**src/rtl/mul_div_unit_pkg.sv**
```systemverilog
// mul_div_unit_pkg
//   Shared definitions for the HI/LO multiply/divide unit of the MIPS core.
//   funct_t     : R-type funct field values that the unit or the decoder cares
//                 about (MFHI/MFLO are decoded elsewhere and read hi/lo directly).
//   mdu_state_t : iterative engine states IDLE -> CALC -> FIXUP -> IDLE.
//   Helper functions classify a funct code as iterative and/or signed.
package mul_div_unit_pkg;

  typedef enum logic [5:0] {
    FUNCT_MFHI  = 6'h10,
    FUNCT_MTHI  = 6'h11,
    FUNCT_MFLO  = 6'h12,
    FUNCT_MTLO  = 6'h13,
    FUNCT_MULT  = 6'h18,
    FUNCT_MULTU = 6'h19,
    FUNCT_DIV   = 6'h1A,
    FUNCT_DIVU  = 6'h1B
  } funct_t;

  typedef enum logic [1:0] {
    MDU_IDLE,
    MDU_CALC,
    MDU_FIXUP
  } mdu_state_t;

  localparam int MDU_DEFAULT_WIDTH = 32;

  // True for the four operations that run through the bit-serial engine.
  function automatic logic isIterative(funct_t f);
    return (f == FUNCT_MULT) || (f == FUNCT_MULTU) ||
           (f == FUNCT_DIV)  || (f == FUNCT_DIVU);
  endfunction

  // True for the operations whose operands are two's-complement.
  function automatic logic isSignedOp(funct_t f);
    return (f == FUNCT_MULT) || (f == FUNCT_DIV);
  endfunction

  // True for the two divide flavours.
  function automatic logic isDivideOp(funct_t f);
    return (f == FUNCT_DIV) || (f == FUNCT_DIVU);
  endfunction

endpackage

```
**src/rtl/mul_div_unit.sv**
```systemverilog
// mul_div_unit
//   Multi-cycle multiply/divide unit that owns the HI/LO register pair.
//   MULT/MULTU/DIV/DIVU run one bit per cycle on magnitudes, with a final
//   sign fix-up; MTHI/MTLO write a register in a single cycle.
// Ports
//   clk     in   1        rising-edge clock
//   rst_n   in   1        asynchronous active-low reset
//   start   in   1        request, accepted only while busy=0
//   fncode  in   funct_t  operation select; unlisted codes are no-ops
//   a       in   WIDTH    rs operand (multiplicand / dividend / MTHI-MTLO data)
//   b       in   WIDTH    rt operand (multiplier / divisor)
//   busy    out  1        iterative operation in flight
//   done    out  1        one-cycle pulse, hi/lo hold the new result
//   hi      out  WIDTH    HI register (product high half / remainder)
//   lo      out  WIDTH    LO register (product low half / quotient)
module mul_div_unit
  import mul_div_unit_pkg::*;
#(
  parameter int WIDTH = MDU_DEFAULT_WIDTH
) (
  input  logic             clk,
  input  logic             rst_n,
  input  logic             start,
  input  funct_t           fncode,
  input  logic [WIDTH-1:0] a,
  input  logic [WIDTH-1:0] b,
  output logic             busy,
  output logic             done,
  output logic [WIDTH-1:0] hi,
  output logic [WIDTH-1:0] lo
);

  localparam int CNT_W = $clog2(WIDTH);

  mdu_state_t             state_q, state_d;
  logic [CNT_W-1:0]       cnt_q, cnt_d;
  logic [2*WIDTH-1:0]     acc_q, acc_d;
  logic [WIDTH-1:0]       opnd_q, opnd_d;
  logic                   isDiv_q, isDiv_d;
  logic                   resNeg_q, resNeg_d;
  logic                   remNeg_q, remNeg_d;
  logic [WIDTH-1:0]       hi_q, hi_d;
  logic [WIDTH-1:0]       lo_q, lo_d;
  logic                   done_q, done_d;

  logic                   aNeg, bNeg;
  logic [WIDTH-1:0]       aMag, bMag;
  logic [WIDTH:0]         mulSum;
  logic [WIDTH:0]         remShift;
  logic [WIDTH:0]         divDiff;
  logic [2*WIDTH-1:0]     prodFix;
  logic [WIDTH-1:0]       quoFix, remFix;

  // Next-state and datapath logic.
  // The accumulator is shared: for multiply its upper half collects partial
  // sums while the multiplier shifts out of the lower half; for divide the
  // upper half is the running remainder and quotient bits shift into the
  // lower half. Operands are reduced to magnitudes on accept, and the sign
  // flags restore the signs in FIXUP. A zero divisor naturally yields an
  // all-ones quotient and the dividend magnitude as remainder, so quotient
  // negation is suppressed for b=0 and the remainder sign fix turns |a| back
  // into a. The DIV overflow case (most-negative / -1) falls out of the same
  // arithmetic: |a| / 1 negated wraps back to a.
  always_comb begin
    state_d  = state_q;
    cnt_d    = cnt_q;
    acc_d    = acc_q;
    opnd_d   = opnd_q;
    isDiv_d  = isDiv_q;
    resNeg_d = resNeg_q;
    remNeg_d = remNeg_q;
    hi_d     = hi_q;
    lo_d     = lo_q;
    done_d   = 1'b0;

    aNeg = isSignedOp(fncode) && a[WIDTH-1];
    bNeg = isSignedOp(fncode) && b[WIDTH-1];
    aMag = aNeg ? -a : a;
    bMag = bNeg ? -b : b;

    mulSum   = {1'b0, acc_q[2*WIDTH-1:WIDTH]} + (acc_q[0] ? {1'b0, opnd_q} : '0);
    remShift = {acc_q[2*WIDTH-1:WIDTH], acc_q[WIDTH-1]};
    divDiff  = remShift - {1'b0, opnd_q};

    prodFix = resNeg_q ? -acc_q : acc_q;
    quoFix  = resNeg_q ? -acc_q[WIDTH-1:0] : acc_q[WIDTH-1:0];
    remFix  = remNeg_q ? -acc_q[2*WIDTH-1:WIDTH] : acc_q[2*WIDTH-1:WIDTH];

    case (state_q)
      MDU_IDLE: begin
        if (start) begin
          if (isIterative(fncode)) begin
            isDiv_d  = isDivideOp(fncode);
            opnd_d   = bMag;
            acc_d    = {{WIDTH{1'b0}}, aMag};
            resNeg_d = (aNeg ^ bNeg) && (b != '0);
            remNeg_d = aNeg;
            cnt_d    = CNT_W'(WIDTH - 1);
            state_d  = MDU_CALC;
          end else if (fncode == FUNCT_MTHI) begin
            hi_d   = a;
            done_d = 1'b1;
          end else if (fncode == FUNCT_MTLO) begin
            lo_d   = a;
            done_d = 1'b1;
          end
        end
      end
      MDU_CALC: begin
        if (isDiv_q) begin
          if (divDiff[WIDTH]) begin
            acc_d = {remShift[WIDTH-1:0], acc_q[WIDTH-2:0], 1'b0};
          end else begin
            acc_d = {divDiff[WIDTH-1:0], acc_q[WIDTH-2:0], 1'b1};
          end
        end else begin
          acc_d = {mulSum, acc_q[WIDTH-1:1]};
        end
        if (cnt_q == '0) begin
          state_d = MDU_FIXUP;
        end else begin
          cnt_d = cnt_q - CNT_W'(1);
        end
      end
      MDU_FIXUP: begin
        if (isDiv_q) begin
          hi_d = remFix;
          lo_d = quoFix;
        end else begin
          hi_d = prodFix[2*WIDTH-1:WIDTH];
          lo_d = prodFix[WIDTH-1:0];
        end
        done_d  = 1'b1;
        state_d = MDU_IDLE;
      end
      default: begin
        state_d = MDU_IDLE;
      end
    endcase
  end

  // State, counter and register update. Reset is asynchronous and clears
  // everything, discarding any operation in flight.
  always_ff @(posedge clk or negedge rst_n) begin
    if (!rst_n) begin
      state_q  <= MDU_IDLE;
      cnt_q    <= '0;
      acc_q    <= '0;
      opnd_q   <= '0;
      isDiv_q  <= 1'b0;
      resNeg_q <= 1'b0;
      remNeg_q <= 1'b0;
      hi_q     <= '0;
      lo_q     <= '0;
      done_q   <= 1'b0;
    end else begin
      state_q  <= state_d;
      cnt_q    <= cnt_d;
      acc_q    <= acc_d;
      opnd_q   <= opnd_d;
      isDiv_q  <= isDiv_d;
      resNeg_q <= resNeg_d;
      remNeg_q <= remNeg_d;
      hi_q     <= hi_d;
      lo_q     <= lo_d;
      done_q   <= done_d;
    end
  end

  assign busy = (state_q != MDU_IDLE);
  assign done = done_q;
  assign hi   = hi_q;
  assign lo   = lo_q;

endmodule

```
**config.mk**
```make
export PLATFORM = sky130hd
export DESIGN_NAME = mul_div_unit
export DESIGN_NICKNAME = d
export VERILOG_FILES = /design/src/rtl/mul_div_unit_pkg.sv /design/src/rtl/mul_div_unit.sv
export SDC_FILE = /design/constraint.sdc
export NUM_CORES = 1
export LEC_CHECK = 0
export CELL_PAD_IN_SITES_DETAIL_PLACEMENT = 0
export CELL_PAD_IN_SITES_GLOBAL_PLACEMENT = 2
export CORE_UTILIZATION = 37
export CTS_CLUSTER_DIAMETER = 200
export CTS_CLUSTER_SIZE = 30
export DETAILED_ROUTE_END_ITERATION = 7
export PLACE_DENSITY = 0.89
export SLEW_MARGIN = 30
export SYNTH_ARGS = -nofsm -noshare
export SYNTH_HDL_FRONTEND = slang
export SYNTH_SLANG_ARGS = --single-unit
```
**constraint.sdc**
```tcl
create_clock -name clk -period 5.9 [get_ports clk]
set_input_delay 1.18 -clock clk [delete_from_list [all_inputs] [get_ports clk]]
set_output_delay 1.18 -clock clk [all_outputs]
set_load 0.02 [all_outputs]
```
==> flow_summary.toml <==
[route]
drc = 0
vias = 13600
drt-initial-drc-count = 931
firstDrtPassIters = 7
final_antenna_net_count = 0
via_per_inst = 5.63
wire_per_inst_um = 20.9
finalWirelength_um = 50400

[floorplanning]
die_area_um2 = 39200
die_y_um = 198
coreArea_um2 = 37700
fp-row-count = 71
die_x_um = 198
start_util_pct = 37.7
ios = 139

[global_route]
grt_usage_pct = 26.2
grt_use_met3_pct = 3.95
grt-busiest-layer = "met2"
grt.overflow.total = 0
grtUsageMet2_pct = 43.8
use_met1_pct = 34.9
antenna_found_initial = 0
first_global_vias = 13100
grt_pass1_wl_um = 78300
grt_max_degree = 97

[clock_tree]
clockBufferDepth = 2
postCtsSetupBuffers = 0
clk_pin_slew_worst_paths_ps = 80
cts_tree = "done"
numCtsBuffers = 17
htreeDepth = 4
clkLatencyLatePin_ps = 460
cts_root_buf = "clkbuf_16"
cts.sinks = 171
cts_resized = 0
hold_buffers = 0

[sta]
setup_viol_count_final = 0
layout_setup_ws_ps = 1660
clock.fmax_ghz = 0.236
drv_slew = 0
timing.slew.headroom_pct = 42.9
skew_ps = 15.6
hold_viol = 0
tightest_slew_ps = 856
rsz0062_at_grt = "no"
fin_crit_ps = 4240
fin_crit_sh_pct = 71.9
fin_setup_tns_ps = 0

[synthesis]
postSynthAreaPerCell_um2 = 7.80
yosys-top-cells-area = "dfrtp_1 30%, o21ai_0 6.8%, nand2_1 6.4%"
synthesis.area_um2 = 14200
ys_types = 86
synthFlopType = "dfrtp_1"
synthArstFlopShare_pct = 100
synth_seq_cells = 171
syn_inst = 1819
yosysSeqAreaShare_pct = 30.1
yosysTopAreaCell = "dfrtp_1"
synth_top_area_share_pct = 30.1
syn_nets = 1964
synth_warnings = 0
synth_edf_count = 0

[place]
place_inst = 2375
gp_congestion = 0.937
place_ws_ps = 1500
detailed_place_hpwl_um = 38300
port_buffers = 138
post_dp_cell_area_um2 = 16000

[final_layout]
drive_above_1_share_pct = 5.12
post-route-util_pct = 43.9
final_area_um2 = 16500
syn2layout_area_growth_pct = 16.4
antenna_cells = 0
nets = 2028
final_cells = 2407

[worst_setup_path]
r2r_slack_ps = 1660
cp-start-kind = "register"
cp-endpoint = "acc_q[52]"
path_cells = "inv_1 > ha_1 > fa_1 > nand2b_1 > a21oi_1 > o21ai_1 > o41ai_4 > o2111ai_2 > o41ai_2 > xnor2_2 > buf_4 > mux2_4 > a22oi_1 > o21ai_1"
cp_max_fo = 25
crit_top_cell = "o21ai_1"
cp_slowest_stage_delay_ps = 460
r2r-end = "acc_q[52]"
r2r_cells = 14
r2r-start = "acc_q[31]"
criticalPathCategory = "register to register"
startpoint = "acc_q[31]"
crit_arrival_ps = 4550
critical_path_required_ps = 6210
critPathCaptureType = "register"
cp_slowest_cell = "o41ai_2"

[min_path]
holdPathStages = 2
min_path_type = "register to register"

[job]
maxCapViolCount = 0

[status]
status = "completed"

[power]
p_leak_nw = 6.93
power.density_nw_per_um2 = 548
max-vdd-ir-drop_mv = 0.335
[per-layer routing]
layer,routed length [um],share of wire (%)
met3,2990,5.9
met1,22600,45
met2,23600,47
met5,0,0
met4,1260,2.5
[per-stage QoR]
stage          hold slack [ps]  total power, mW
2_1_floorplan              450             6.33
5_1_grt                    505             9.82
6_report                   481             9.06
3_5_place_dp               470             7.87
3_3_place_gp               462             7.84
4_1_cts                    487             9.03
[logic make-up after synthesis]
| kind of cell | Yosys count | share of synthesized area (%) |
|---|---|---|
| xor+xnor | 173 | 10.7 |
| simple gates | 598 | 19.5 |
| mux | 42 | 3.00 |
| flops | 171 | 30.1 |
| fa+ha+maj | 72 | 6.45 |
| buf+inv | 176 | 4.78 |
| compound gates | 587 | 25.5 |
[worst min-delay path by stage]
stage	from	to	slack, ps
floorplan	opnd_q[10]	opnd_q[10]	450
global placement	lo[9]	lo[9]	460
detailed placement	lo[21]	lo[21]	470
CTS	lo[21]	lo[21]	490
global route	lo[17]	lo[17]	510
finish	opnd_q[10]	opnd_q[10]	480
[critical path, delay by kind of cell, from the launching register on]
family | cells | cell delay, ps
AO/OA/AOI/OAI | 7 | 1840
adder cells (fa/ha/maj) | 2 | 680
buffers and inverters | 2 | 460
flip-flops | 1 | 410
multiplexers | 1 | 330
AND/OR/NAND/NOR | 1 | 190
XOR/XNOR | 1 | 160
[where the power goes]
part           switching [mW]  total [mW]  internal, mW
Sequential              0.709        2.30          1.59
Combinational            3.28        5.62          2.33
Clock                   0.571        1.14         0.569
Total                    4.56        9.06          4.50
[cell type report]
cell class	count	area, um^2
timing repair buffer	156	1520
clock buffer	18	439
fill	3789	21100
multi-input combinational	1472	9270
clock inverter	14	128
tap	511	639
inverter	65	244
sequential	171	4280
[Yosys cell counts (all sizes together) (12+ instances only)]
cell type and number:
o41ai 13, nand2 245, buf 21, o22ai 13
nor3 36, xnor2 81, xor2 92, o21ai 227
o31ai 34, nand2b 18, ha 70, nor2 181
a21o 38, a22oi 21, clkbuf 90, mux2i 41
or2 12, a31oi 17, or3 14, nand3 24
a21oi 145, dfrtp 171, inv 65
[registers in the layout (all words and copies together) (netlist names)]
register	cells
hi	32
isDiv_q	1
state_q	2
remNeg_q	1
acc_q	64
resNeg_q	1
lo	32
opnd_q	32
done	1
cnt_q	5
[cell usage in the layout (no fill, tap or decap), drive strengths merged, types with 24 or more instances in the layout]
cell type and instances:
o21ai 227, ha 70, dfrtp 171, inv 74, o31ai 34, clkdlybuf4s50 137, xor2 92, nand2 245
mux2i 41, nand3 24, xnor2 81, nor3 36, a21oi 145, a21o 38, nor2 181
No activity file was read; power rests on OpenSTA's default activity.
==> RTL change 1 (same settings) <==
Encoding of `mdu_state_t`: now one-hot (3 bits for 3 states).
--- a/src/rtl/mul_div_unit_pkg.sv
+++ b/src/rtl/mul_div_unit_pkg.sv
@@ -18,8 +18,8 @@
   } funct_t;
 
-  typedef enum logic [1:0] {
-    MDU_IDLE,
-    MDU_CALC,
-    MDU_FIXUP
+  typedef enum logic [2:0] {
+    MDU_IDLE  = 3'b001,
+    MDU_CALC  = 3'b010,
+    MDU_FIXUP = 3'b100
   } mdu_state_t;
 
Behaviour: no difference found for any inputs over 4 cycles, from zero or initial values and one cycle with rst_n low; so few cycles prove little.
==> RTL change 1 against the unedited design <==
Non-clock buffer count unchanged; core utilization is 0.19 points higher; routed wire length shrank 7.2%; via count shrank 1.6%; worst setup slack improved by 41 ps; synthesized area rose by 0.97%; die area increased by 0.96%; cell area is 1.1% higher; sequential cell count up 1; clock skew is essentially flat; largest cell class unchanged.
Power is not compared: it rests on default switching activity, and its combinational part moved more than twofold at a synthesized area within 25%.
==> RTL change 1: results (changes against the unedited design) <==
status: "finished clean"
hp-class: "register to register"
wl_met1_mm: 22.51  # -0.19%
relSlewSlack_pct: 35.09  # -7.8 points
drt_iter0_drc: 807  # -13%
timing.rr.start: "acc_q[32]$_DFFE_PN0P_"
synth_ff_type: "dfrtp_1"
wl_met3_mm: 1.891  # -37%
place_congestion: 0.8957  # -4.4%
hold_violations: 0  # unchanged
grt_pass1_wl_mm: 74.29  # -5.1%
synth_cell_types: 82  # -4.7%
netSwitchingPower_mw: 2.390
endpoint: "resNeg_q$_DFFE_PN0P_"
fin_nets: 2040  # +0.59%
worstReg2RegEnd: "acc_q[32]$_DFFE_PN0P_"
critPathSlowestCell: "nor4_1"
critical_path.max_stage_delay_ps: 580  # +120 ps
dp_hpwl_mm: 35.66  # -6.8%
grtUsageMet3_pct: 3.289  # -0.66 points
ir_worst_vdd_uv: 194.9
path_max_fanout: 5  # -80%
yosys-top-cells-count: "252 x nand2_1, 206 x o21ai_0, 171 x dfrtp_1"
drive_gt1_share_pct: 4.403  # -0.71 points
antenna_found_initial: 0  # unchanged
wl_met2_mm: 21.70  # -8.1%
vias: 13350  # -1.6%
seq_power_mw: 1.75
skew_ps: 15.45  # -0.1930 ps
use_met1_pct: 33.35  # -1.5 points
crit_start: "b[2]"
grt_max_degree: 90  # -7.2%
reg2reg_depth: 12  # -2
use_met2_pct: 40.24  # -3.5 points
min-delay-start: "lo[20]$_DFFE_PN0P_"
grt_use_total_pct: 24.28  # -1.9 points
cp_top_family: "simple AND/OR/NAND/NOR gates"
ys_seq_area_share_pct: 30.04  # -0.11 points
reg2reg_setup_slack_ps: 1720  # +60 ps
ys_top_cells_by_area: "dfrtp_1 30%, o21ai_0 7.2%, nand2_1 6.6%, ha_1 6.1%, xnor2_1 5.7%"
clkTransAtPathRegs_ps: 60  # -20 ps
routed_wl_mm: 46.79  # -7.2%
[RTL change 1: changes by cell type after synthesis, sizes merged, moves of 9 or more]
cell and delta:
nor2 -32, mux2i +17, a21oi -14, buf -13, xnor2 +13, o21ai -11
a21o -10, a221o -9, xor2 -9
[RTL change 1: worst min-delay path by stage]
| stage | end |
|---|---|
| after floorplan | opnd_q[10]$_DFFE_PN0P_ |
| after global placement | lo[16]$_DFFE_PN0P_ |
| after detailed placement | lo[20]$_DFFE_PN0P_ |
| after CTS | lo[20]$_DFFE_PN0P_ |
| after global routing | opnd_q[16]$_DFFE_PN0P_ |
| final | lo[20]$_DFFE_PN0P_ |
[RTL change 1: per-stage QoR]
| step | hold slack [ps] | instances | power [mW] | area (um^2) | setup WS (ps) |
|---|---|---|---|---|---|
| floorplan | 449.8 | 1820 | 3.488 | 14330 | 2629 |
| global placement | 461.5 | 2387 | 4.345 | 16160 | 1288 |
| detailed placement | 467.3 | 2387 | 4.354 | 16170 | 1262 |
| CTS | 482.2 | 2419 | 5.458 | 16700 | 1701 |
| global route | 497.5 | 2419 | 5.832 | 16710 | 1442 |
| finish | 474.5 | 2419 | 5.444 | 16710 | 1701 |
[RTL change 1: kinds of logic (layout without fill, tap and decap cells)]
group,after synthesis,after routing,share of synthesized area (%)
AOI/OAI and AO/OA,575,575,24.74
xor gates and xnor gates,177,177,10.87
adders and majority gates,72,72,6.390
buffers and inverters,166,254,4.408
DFF,172,172,30.04
muxes,61,61,4.286
and+or+nand+nor,597,597,19.27
[RTL change 1: final cells by class]
cell class                      count  area (um^2)
Inverter                           66        247.7
Sequential cell                   172         4307
Tap cell                          511        639.4
Multi-Input combinational cell   1482         9448
Clock buffer                       20        446.7
Timing Repair Buffer              156         1530
Fill cell                        3913        21220
Clock inverter                     12        90.09
==> RTL change 2 (same flow settings) <==
Without the edit above. `MDU_DEFAULT_WIDTH`: 32 -> 64.
--- a/src/rtl/mul_div_unit_pkg.sv
+++ b/src/rtl/mul_div_unit_pkg.sv
@@ -24,5 +24,5 @@
   } mdu_state_t;
 
-  localparam int MDU_DEFAULT_WIDTH = 32;
+  localparam int MDU_DEFAULT_WIDTH = 64;
 
   // True for the four operations that run through the bit-serial engine.
Interface: changed (resized a, b, hi and lo); port bits go from 139 to 267. No check against the original RTL was run, so the function may have changed too.
==> RTL change 2 against the unedited design <==
Clock skew is 36 ps higher; power is 120% higher; sequential cell count is 161 higher; synthesized area is 110% higher; via count is 120% higher; worst setup slack worse by 1000 ps; first-iteration DRC count grew to 2.7 times the old value; sequential share of layout area is 1.3 points lower; cell area is 100% higher; routed wire length is 130% higher; combinational power is 140% higher; non-clock buffer count is 191 higher; worst hold slack better by 0.72 ps; sequential power is 110% higher.
==> RTL change 2: results (changes against the unedited design) <==
wl_met1_mm: 54.04  # +140%
netSwitchingPower_mw: 10.68  # +130%
skew_ps: 51.28  # +35.63 ps
synth_cell_types: 98  # +14%
post-place-ws_ps: 736.1  # -763.0 ps
use_met2_pct: 44.38  # +0.61 points
syn_inst: 3906  # +110%
syn_nets: 4179  # +110%
first_global_vias: 28460  # +120%
status: "finished clean"
grtUsageMet3_pct: 2.400  # -1.6 points
wl_met2_mm: 52.07  # +120%
path_max_fanout: 31  # +24%
timing.rr.start: "acc_q[63]$_DFFE_PN0P_"
cts_buffers: 15  # -2
clkTransAtPathRegs_ps: 130  # +50 ps
comb_cell_power_mw: 13.6  # +140%
dp_hpwl_mm: 90.62  # +140%
reg2reg_depth: 17  # +3
worstReg2RegEnd: "acc_q[116]$_DFFE_PN0P_"
drt_iter0_drc: 2551  # +170%
grt_use_total_pct: 27.73  # +1.5 points
htreeDepth: 1  # -3
io_buffers: 266  # +93%
ir_worst_vdd_uv: 258.3  # -23%
fin_nets: 4283  # +110%
period_share_pct: 88.81  # +17 points
holdPathEnd: "opnd_q[24]$_DFFE_PN0P_"
dp_cells: 5043  # +110%
hold-worst-slack_ps: 481.9  # +0.7170 ps
critPathSlowestCell: "a2111oi_2"
seqPwrFrac_pct: 24.8  # -0.6 points
clk_latency_ps: 590  # +130 ps
yosys-top-cells-count: "430 x nand2_1, 411 x nor2_1, 389 x o21ai_0"
min-delay-start: "opnd_q[24]$_DFFE_PN0P_"
firstDrtPassIters: 6  # -1
ys_seq_area_share_pct: 27.97  # -2.2 points
routedWlPerCell_um: 22.90  # +9.3%
p_int_mw: 9.161  # +100%
[RTL change 2: cell types whose count changed after synthesis, moves of 121 or more]
cell     before  now
xnor2_1      81  202
nand2_1     242  430
dfrtp_1     171  332
o21ai_0     192  389
a21oi_1     145  363
nor2_1      181  411
[RTL change 2: logic make-up after synthesis]
logic type                 count (synthesis)  share of synthesized area (%)
and+or+nand+nor                         1321                          20.86
AOI/OAI and AO/OA                       1278                          26.37
buffers and inverters                    390                          5.367
xor gates and xnor gates                 355                          10.47
DFF                                      332                          27.97
adders and majority gates                136                          5.780
muxes                                     94                          3.189
[RTL change 2: cell type report]
cell class	instances	area, um^2	share of cell area, %
clock buffers	17	382.9	1.134
clock inverters	3	47.55	0.1409
inverters	130	488.0	1.446
multi-input cells	3184	19900	58.94
flip-flops and latches	332	8313	24.63
well taps	1050	1314	3.892
repair buffers	347	3313	9.815
